File: src/rtl/vc_regfile_scrubber.sv
// Purpose: walks every entry of a 1r1w register file, optionally dumping it over val/rdy, then writes the clear value.
// Latency: start handshake edge to done pulse = p_num_entries + dump stall cycles + 1 (DONE cycle).
// Backpressure: in dump mode an entry is neither written nor advanced past while dump_rdy is low.
module vc_regfile_scrubber #(
  parameter int unsigned               p_data_nbits  = 32,
  parameter int unsigned               p_num_entries = 32,
  parameter logic [p_data_nbits-1:0]   p_clear_value = '0,
  localparam int unsigned              c_addr_nbits  = (p_num_entries > 1) ? $clog2(p_num_entries) : 1
) (
  input  logic                     clk,
  input  logic                     reset,
  input  logic                     start_val,
  output logic                     start_rdy,
  input  logic                     start_dump,
  output logic [c_addr_nbits-1:0]  rf_read_addr,
  input  logic [p_data_nbits-1:0]  rf_read_data,
  output logic                     rf_write_en,
  output logic [c_addr_nbits-1:0]  rf_write_addr,
  output logic [p_data_nbits-1:0]  rf_write_data,
  output logic                     dump_val,
  input  logic                     dump_rdy,
  output logic [c_addr_nbits-1:0]  dump_addr,
  output logic [p_data_nbits-1:0]  dump_data,
  output logic                     busy,
  output logic                     done
);

  typedef enum logic [1:0] {
    IDLE  = 2'd0,
    SCRUB = 2'd1,
    DONE  = 2'd2
  } state_e;

  localparam logic [c_addr_nbits-1:0] c_last_idx = c_addr_nbits'(p_num_entries - 1);

  state_e                    state_q, state_d;
  logic [c_addr_nbits-1:0]   idx_q, idx_d;
  logic                      dump_q, dump_d;
  logic                      entry_done;

  // An entry retires on the cycle it is written; in dump mode that is the dump handshake cycle.
  assign entry_done = (state_q == SCRUB) && (!dump_q || dump_rdy);

  // State, index and mode registers; reset aborts any scrub in progress.
  always_ff @(posedge clk or negedge reset) begin
    if (!reset) begin
      state_q <= IDLE;
      idx_q   <= '0;
      dump_q  <= 1'b0;
    end else begin
      state_q <= state_d;
      idx_q   <= idx_d;
      dump_q  <= dump_d;
    end
  end

  // Next-state: accept a request in IDLE, step through entries, spend one cycle in DONE.
  always_comb begin
    state_d = state_q;
    idx_d   = idx_q;
    dump_d  = dump_q;
    unique case (state_q)
      IDLE: begin
        if (start_val) begin
          state_d = SCRUB;
          idx_d   = '0;
          dump_d  = start_dump;
        end
      end
      SCRUB: begin
        if (entry_done) begin
          if (idx_q == c_last_idx) begin
            idx_d   = '0;
            state_d = DONE;
          end else begin
            idx_d = idx_q + 1'b1;
          end
        end
      end
      DONE: begin
        state_d = IDLE;
      end
      default: begin
        state_d = IDLE;
      end
    endcase
  end

  // Outputs: handshake/status flags per state; write enable follows entry retirement.
  always_comb begin
    start_rdy   = 1'b0;
    busy        = 1'b0;
    done        = 1'b0;
    rf_write_en = 1'b0;
    dump_val    = 1'b0;
    unique case (state_q)
      IDLE: begin
        start_rdy = 1'b1;
      end
      SCRUB: begin
        busy        = 1'b1;
        rf_write_en = entry_done;
        dump_val    = dump_q;
      end
      DONE: begin
        busy = 1'b1;
        done = 1'b1;
      end
      default: begin
        start_rdy = 1'b0;
      end
    endcase
  end

  // The same index addresses read, write and dump; idx is 0 whenever idle.
  assign rf_read_addr  = idx_q;
  assign rf_write_addr = idx_q;
  assign dump_addr     = idx_q;
  assign rf_write_data = p_clear_value;
  assign dump_data     = rf_read_data;

  // Input sanity and index range while out of reset.
  a_start_known: assert property (@(posedge clk) disable iff (!reset)
    (state_q == IDLE) |-> !$isunknown({start_val, start_dump}));
  a_dump_rdy_known: assert property (@(posedge clk) disable iff (!reset)
    (state_q == SCRUB && dump_q) |-> !$isunknown(dump_rdy));
  a_idx_range: assert property (@(posedge clk) disable iff (!reset)
    32'(idx_q) < p_num_entries);

endmodule
File: config.mk
export PLATFORM = sky130hd
export DESIGN_NAME = vc_regfile_scrubber
export DESIGN_NICKNAME = d
export VERILOG_FILES = /design/src/rtl/vc_regfile_scrubber.sv
export SDC_FILE = /design/constraint.sdc
export NUM_CORES = 1
export LEC_CHECK = 0
export ABC_AREA = 1
export CORE_ASPECT_RATIO = 1.1
export CORE_MARGIN = 10
export CORE_UTILIZATION = 29
export DETAILED_ROUTE_END_ITERATION = 7
export PLACE_DENSITY = 0.86
export SYNTH_ARGS = -nofsm -noshare
export SYNTH_HDL_FRONTEND = slang
export SYNTH_SLANG_ARGS = --single-unit
File: constraint.sdc
create_clock -name clk -period 1.7 [get_ports clk]
set_clock_uncertainty 0.1 [all_clocks]
set_input_delay 0.34 -clock clk [delete_from_list [all_inputs] [get_ports clk]]
set_output_delay 0.34 -clock clk [all_outputs]
set_load 0.01 [all_outputs]
==> reports/metrics.cfg, run 1 <==
[run_status]
status=finished, final reports clean

[power]
switchingPower_uw=770
p_sw_frac=0.452
total_power_uw=1700
pwr-share-clk=0.138
power_density_mw_per_mm2=1540
p_leak_uw=0.000559
cell_internal_pwr_uw=934
p_seq_frac=0.192
peakVddDrop_uv=389
pwr-share-comb=0.670

[clocking]
cts_hold_buf=0
path_clk_slew_ps=40
clock-sinks=8
cts_tree=done
cts-htree-levels=1
root_buffer=clkbuf_8
clock_path_buffers=2
clk_latency_ps=230
numCtsBuffers=3

[finish]
layout.area.seq_um2=204
antenna_cells=0
nNetsFinal=178
multi_input_area_um2=469
synthToLayoutAreaGrowth_pct=-1.66
stdcell_count=183
fillCellCount=390
drive_gt1_frac=0.286

[synth]
yosysTopAreaCell=buf_4
synth_area_per_cell_um2=7.89
synth_top_area_share=0.492
syn-cell-area_mm2=0.00113
yosys_warnings=0
ys_top_cells_by_area=buf_4, dfrtp_1, ha_1
netlist_instances=143
ys_types=22
ys_ff_latch=8
seq_area_frac_synth=0.177

[setup_path]
critPathRequiredTime_ps=1260
endpoint_kind=output port
r2r-start=state_q[1]$_DFFE_PN0P_
worstPathArrival_ps=1220
startpoint=state_q[0]$_DFFE_PN0P_
crit_type=flop to output port
path_max_fanout=4
setup.worst_path.start_class=flop

[die]
coreArea_mm2=0.00371
row_count=23
io_pins=121
start_util=0.304
fp.dieW_um=79.5
die-height_um=85.4
die_area_mm2=0.00679

[sta]
rsz0062_at_grt=true
tns_ps=0
min_period_over_period=0.975
final.min_clock_period_ps=1660
maxSlewViolCount=0
setup_viol=0
hold_violations=0
clock.fmax_mhz=603

[routing]
vias=683
routed_via_density=3.73
drtAntennaViolNets=0
dr.pass1.iters=4
wirelength_um=2130
wl_per_cell_um=11.6
drcViolationCount=0
drt_iter0_markers=34

[grt]
antenna_found_initial=0
grt_max_degree=9
grt_pass1_vias=729
grt_pass1_wl_um=3220
grtUsageTotal=0.0593
overflow=0

[flow_run]
maxCapViolations=0

[placed_design]
placedCellCount=180
dp_hpwl_um=1770
gp_congestion=0.803
io_buffers=24

[worst_hold_path]
hp-class=input pin to async pin

[cells in the final DEF, fill, tap and decap left out, drive strengths merged]
master / instances
or2: 1
inv: 11
nand4: 2
clkdlybuf4s15: 1
clkdlybuf4s50: 19
buf: 9
a21oi: 4
nand3: 5
conb: 32
nand2: 16
dfrtp: 8
dlygate4sd2: 1
o21ai: 3
clkbuf: 4
nor2: 11
ha: 6
[worst max-delay path, stage by stage, from the launching register on]
cell and delay (ps):
dfrtp_1 410, inv_2 80, ha_1 200, dlygate4sd2_1 290
[final timing paths]
check,end,slack (ps),cells after the start
min in group clk,dump_addr[0]$_DFFE_PN0P_,450,2
setup reg to reg,dump_addr[3]$_DFFE_PN0P_,90,11
hold / removal,dump_addr[1]$_DFFE_PN0P_,300,1
max in group asynchronous,dump_addr[2]$_DFFE_PN0P_,900,1
hold reg to reg,dump_addr[0]$_DFFE_PN0P_,450,2
setup / recovery,done,40,3
[cell usage after synthesis]
master,instances
o21ai_2,1
buf_6,1
o21ai_1,1
nor2_8,1
nor2_1,8
nor2_2,1
nand2_4,3
o21ai_0,1
inv_2,1
nor2_4,1
nand2_1,13
a21oi_2,1
a21oi_1,3
conb_1,1
nand4_1,2
ha_1,6
dfrtp_1,8
or2_2,1
inv_4,2
inv_1,8
nand3_1,5
buf_4,74
[through the flow]
| stage | util | hold slack [ps] | setup slack, ps | area, um2 |
|---|---|---|---|---|
| after floorplan | - | -55.6 | 199 | 1240 |
| after global placement | 0.278 | 461 | -272 | 1030 |
| after detailed placement | 0.278 | 472 | -295 | 1030 |
| after CTS | 0.291 | 299 | 16.9 | 1080 |
| after global routing | 0.299 | 316 | -26.0 | 1110 |
| final | 0.299 | 296 | 42.2 | 1110 |
[cell families (layout without fill, tap and decap cells)]
group	after synthesis	after routing	share of synthesized area
compound gates	7	7	0.0377
fa+ha+maj	6	6	0.0665
buf+inv	86	45	0.543
flops	8	8	0.177
other cells	1	32	0.00332
simple gates	35	35	0.172
[power by group through the flow]
stage / registers [uW] / clock network [uW] / logic [uW]
5_1_grt: 339 / 252 / 1280
3_3_place_gp: 310 / 0 / 1060
3_5_place_dp: 317 / 0 / 1080
2_1_floorplan: 314 / 0 / 835
6_report: 328 / 235 / 1140
4_1_cts: 327 / 242 / 1050
[cell type report]
| type | instances | share of cell area |
|---|---|---|
| clock buffer | 3 | 0.0372 |
| inverter | 11 | 0.0417 |
| multi-input combinational | 80 | 0.423 |
| sequential | 8 | 0.184 |
| tap | 50 | 0.0564 |
| timing repair buffer | 31 | 0.258 |
[metal layers]
metal / wire length (um) / GRT usage
met5: 0 / 0
met4: 107 / 0.0506
met3: 262 / 0.0295
met2: 1050 / 0.101
met1: 706 / 0.0502
[registers in the layout (all words and copies together) (netlist names)]
register,flops
dump_q,1
state_q,2
dump_addr,5
[timing repair]
action / CTS / global route
pin swaps: 0 / 1
setup endpoints to repair: 9 / 10
setup buffers: 0 / 0
resized for setup: 19 / 13
cloned: 0 / 0
(Power assumes the default switching activity.)
==> run 2, diff against run 1 <==
--- a/config.mk
+++ b/config.mk
@@ -11,6 +11,7 @@
 export CORE_UTILIZATION = 29
 export DETAILED_ROUTE_END_ITERATION = 7
 export PLACE_DENSITY = 0.86
+export SKIP_LAST_GASP = 1
 export SYNTH_ARGS = -nofsm -noshare
 export SYNTH_HDL_FRONTEND = slang
 export SYNTH_SLANG_ARGS = --single-unit
==> reports/metrics.cfg, run 2 (same netlist as run 1, synthesis figures left out) <==
[run_status]
status=finished, final reports clean  ; unchanged

[clocking]
root_buffer=clkbuf_8  ; unchanged
path_clk_slew_ps=40  ; about the same
clock_path_buffers=2  ; unchanged
clock-sinks=8  ; unchanged
numCtsBuffers=3  ; unchanged
cts-htree-levels=1  ; unchanged
cts_hold_buf=0  ; unchanged
clk_latency_ps=240  ; was 230 ps
postCtsSetupRepairBufs=0  ; unchanged
cts_tree=done  ; unchanged

[power]
peakVddDrop_uv=392  ; was 389 uV
pwr-share-comb=0.665  ; was 0.670
switchingPower_uw=778  ; was 770 uW
p_seq_frac=0.195  ; was 0.192
power_density_mw_per_mm2=1520  ; was 1540 mW/mm2
pwr-share-clk=0.139  ; was 0.138
cell_internal_pwr_uw=908  ; was 934 uW
p_leak_uw=0.000558  ; was 0.000559 uW
p_sw_frac=0.461  ; was 0.452

[worst_hold_path]
hp-class=input pin to async pin  ; unchanged

[setup_path]
r2r-start=state_q[1]$_DFFE_PN0P_  ; unchanged
timing.rr.end=dump_addr[4]$_DFFE_PN0P_  ; was dump_addr[3]$_DFFE_PN0P_
setup.worst_path.start_class=flop  ; unchanged
startpoint=state_q[0]$_DFFE_PN0P_  ; unchanged
critPathRequiredTime_ps=1260  ; about the same
crit_slowest_cell=dfrtp_1  ; unchanged
endpoint_kind=output port  ; unchanged
path_max_fanout=4  ; unchanged
crit_end=done  ; unchanged
crit_type=flop to output port  ; unchanged
r2r_slack_ps=100  ; was 90 ps
max_stage_delay_ps=410  ; about the same
path_buf_inv=2  ; unchanged
path_depth=3  ; unchanged
rr_worst_depth=11  ; unchanged
crit_family=flip-flops  ; unchanged
cp_cell_sequence=inv_2 > ha_1 > dlygate4sd2_1  ; unchanged
worstPathArrival_ps=1220  ; about the same

[die]
fp.dieW_um=79.5  ; unchanged
die-height_um=85.4  ; unchanged
row_count=23  ; unchanged
die_area_mm2=0.00679  ; unchanged
coreArea_mm2=0.00371  ; unchanged
io_pins=121  ; unchanged
start_util=0.304  ; unchanged

[placed_design]
pre_cts_slack_ps=-295  ; unchanged
io_buffers=24  ; unchanged
placedCellCount=180  ; unchanged
dp_hpwl_um=1770  ; unchanged
gp_congestion=0.803  ; unchanged

[grt]
grtUsageTotal=0.0593  ; unchanged
overflow=0  ; unchanged
antenna_found_initial=0  ; unchanged
grt_max_degree=9  ; unchanged
grt_pass1_wl_um=3220  ; unchanged
grt_pass1_vias=729  ; unchanged

[routing]
vias=676  ; was 683
wirelength_um=2170  ; was 2130 um
drcViolationCount=0  ; unchanged
wl_per_cell_um=11.9  ; was 11.6 um
routed_via_density=3.69  ; was 3.73
drt_iter0_markers=34  ; unchanged
dr.pass1.iters=4  ; unchanged
drtAntennaViolNets=0  ; unchanged

[sta]
rsz0062_at_grt=true  ; unchanged
maxSlewViolCount=0  ; unchanged
clock.fmax_mhz=603  ; about the same
final.min_clock_period_ps=1660  ; about the same
layout_setup_ws_ps=41.5  ; was 42.2 ps
setup_viol=0  ; unchanged
hold_violations=0  ; unchanged
tns_ps=0  ; unchanged
min_period_over_period=0.976  ; was 0.975

[finish]
stdcell_count=183  ; unchanged
nNetsFinal=178  ; unchanged
largest_reg_flops=5  ; unchanged
antenna_cells=0  ; unchanged
layout_common_cells=conb_1, clkdlybuf4s50_1, nand2_1, nor2_1  ; unchanged
synthToLayoutAreaGrowth_pct=-1.77  ; was -1.66%
layout_commonest_cell=conb_1  ; unchanged
final_util=0.299  ; about the same
drive_gt1_frac=0.301  ; was 0.286

[flow_run]
maxCapViolations=0  ; unchanged

-- run 2: worst reg2reg max path, delay by kind of cell, from the launching register on --
family | cells | cell delay (ps)
adder cells (fa/ha/maj) | 1 | 180
AND/OR/NAND/NOR | 5 | 400
buffers and inverters | 5 | 430
flip-flops | 1 | 380
-- run 2: routing by layer --
| metal | global-route usage | up-vias | share of wire |
|---|---|---|---|
| li1 | - | 310 | - |
| met1 | 0.0502 | 306 | 0.33 |
| met2 | 0.101 | 45 | 0.50 |
| met3 | 0.0295 | 15 | 0.12 |
| met4 | 0.0506 | 0 | 0.049 |
| met5 | 0 | - | 0 |
-- run 2: what timing repair did --
action / CTS / global route
pin swaps: 0 / 1
setup endpoints to repair: 9 / 11
cloned: 0 / 0
gates resized for setup: 16 / 15
-- run 2: layout make-up --
| class | instances | area (um2) |
|---|---|---|
| Timing Repair Buffer | 31 | 280 |
| Clock buffer | 3 | 41.3 |
| Multi-Input combinational cell | 80 | 474 |
| Tap cell | 50 | 62.6 |
| Sequential cell | 8 | 204 |
| Inverter | 11 | 46.3 |
| Fill cell | 391 | 2600 |
-- run 2: through the flow --
| stage | hold WS [ps] | area (um2) | total power (uW) |
|---|---|---|---|
| floorplan | -55.6 | 1240 | 1150 |
| global placement | 461 | 1030 | 1370 |
| detailed placement | 472 | 1030 | 1400 |
| CTS | 299 | 1080 | 1630 |
| global route | 317 | 1110 | 1850 |
| finish | 296 | 1110 | 1690 |
-- run 2: how the worst min path moves through the flow --
stage,to,slack (ps),depth (start not counted)
final,dump_addr[1]$_DFFE_PN0P_,300,1
after global routing,dump_addr[1]$_DFFE_PN0P_,320,1
after floorplan,dump_addr[0]$_DFFE_PN0P_,-60,0
after global placement,dump_addr[4]$_DFFE_PN0P_,460,2
after detailed placement,dump_addr[4]$_DFFE_PN0P_,470,2
after CTS,dump_addr[1]$_DFFE_PN0P_,300,1
-- run 2: power groups by stage --
stage / Sequential (uW) / Clock (uW) / Combinational [uW]
final: 329 / 235 / 1120
after global placement: 310 / 0 / 1060
after floorplan: 314 / 0 / 835
after detailed placement: 317 / 0 / 1080
after CTS: 327 / 242 / 1060
after global routing: 339 / 253 / 1260
==> run 3, diff against run 2 <==
--- a/config.mk
+++ b/config.mk
@@ -9,6 +9,7 @@
 export CORE_ASPECT_RATIO = 1.1
 export CORE_MARGIN = 10
 export CORE_UTILIZATION = 29
+export CTS_CLUSTER_DIAMETER = 200
 export DETAILED_ROUTE_END_ITERATION = 7
 export PLACE_DENSITY = 0.86
 export SKIP_LAST_GASP = 1
==> results of run 3 <==
No change in the layout: final DEF, timing and power equal those of run 2.
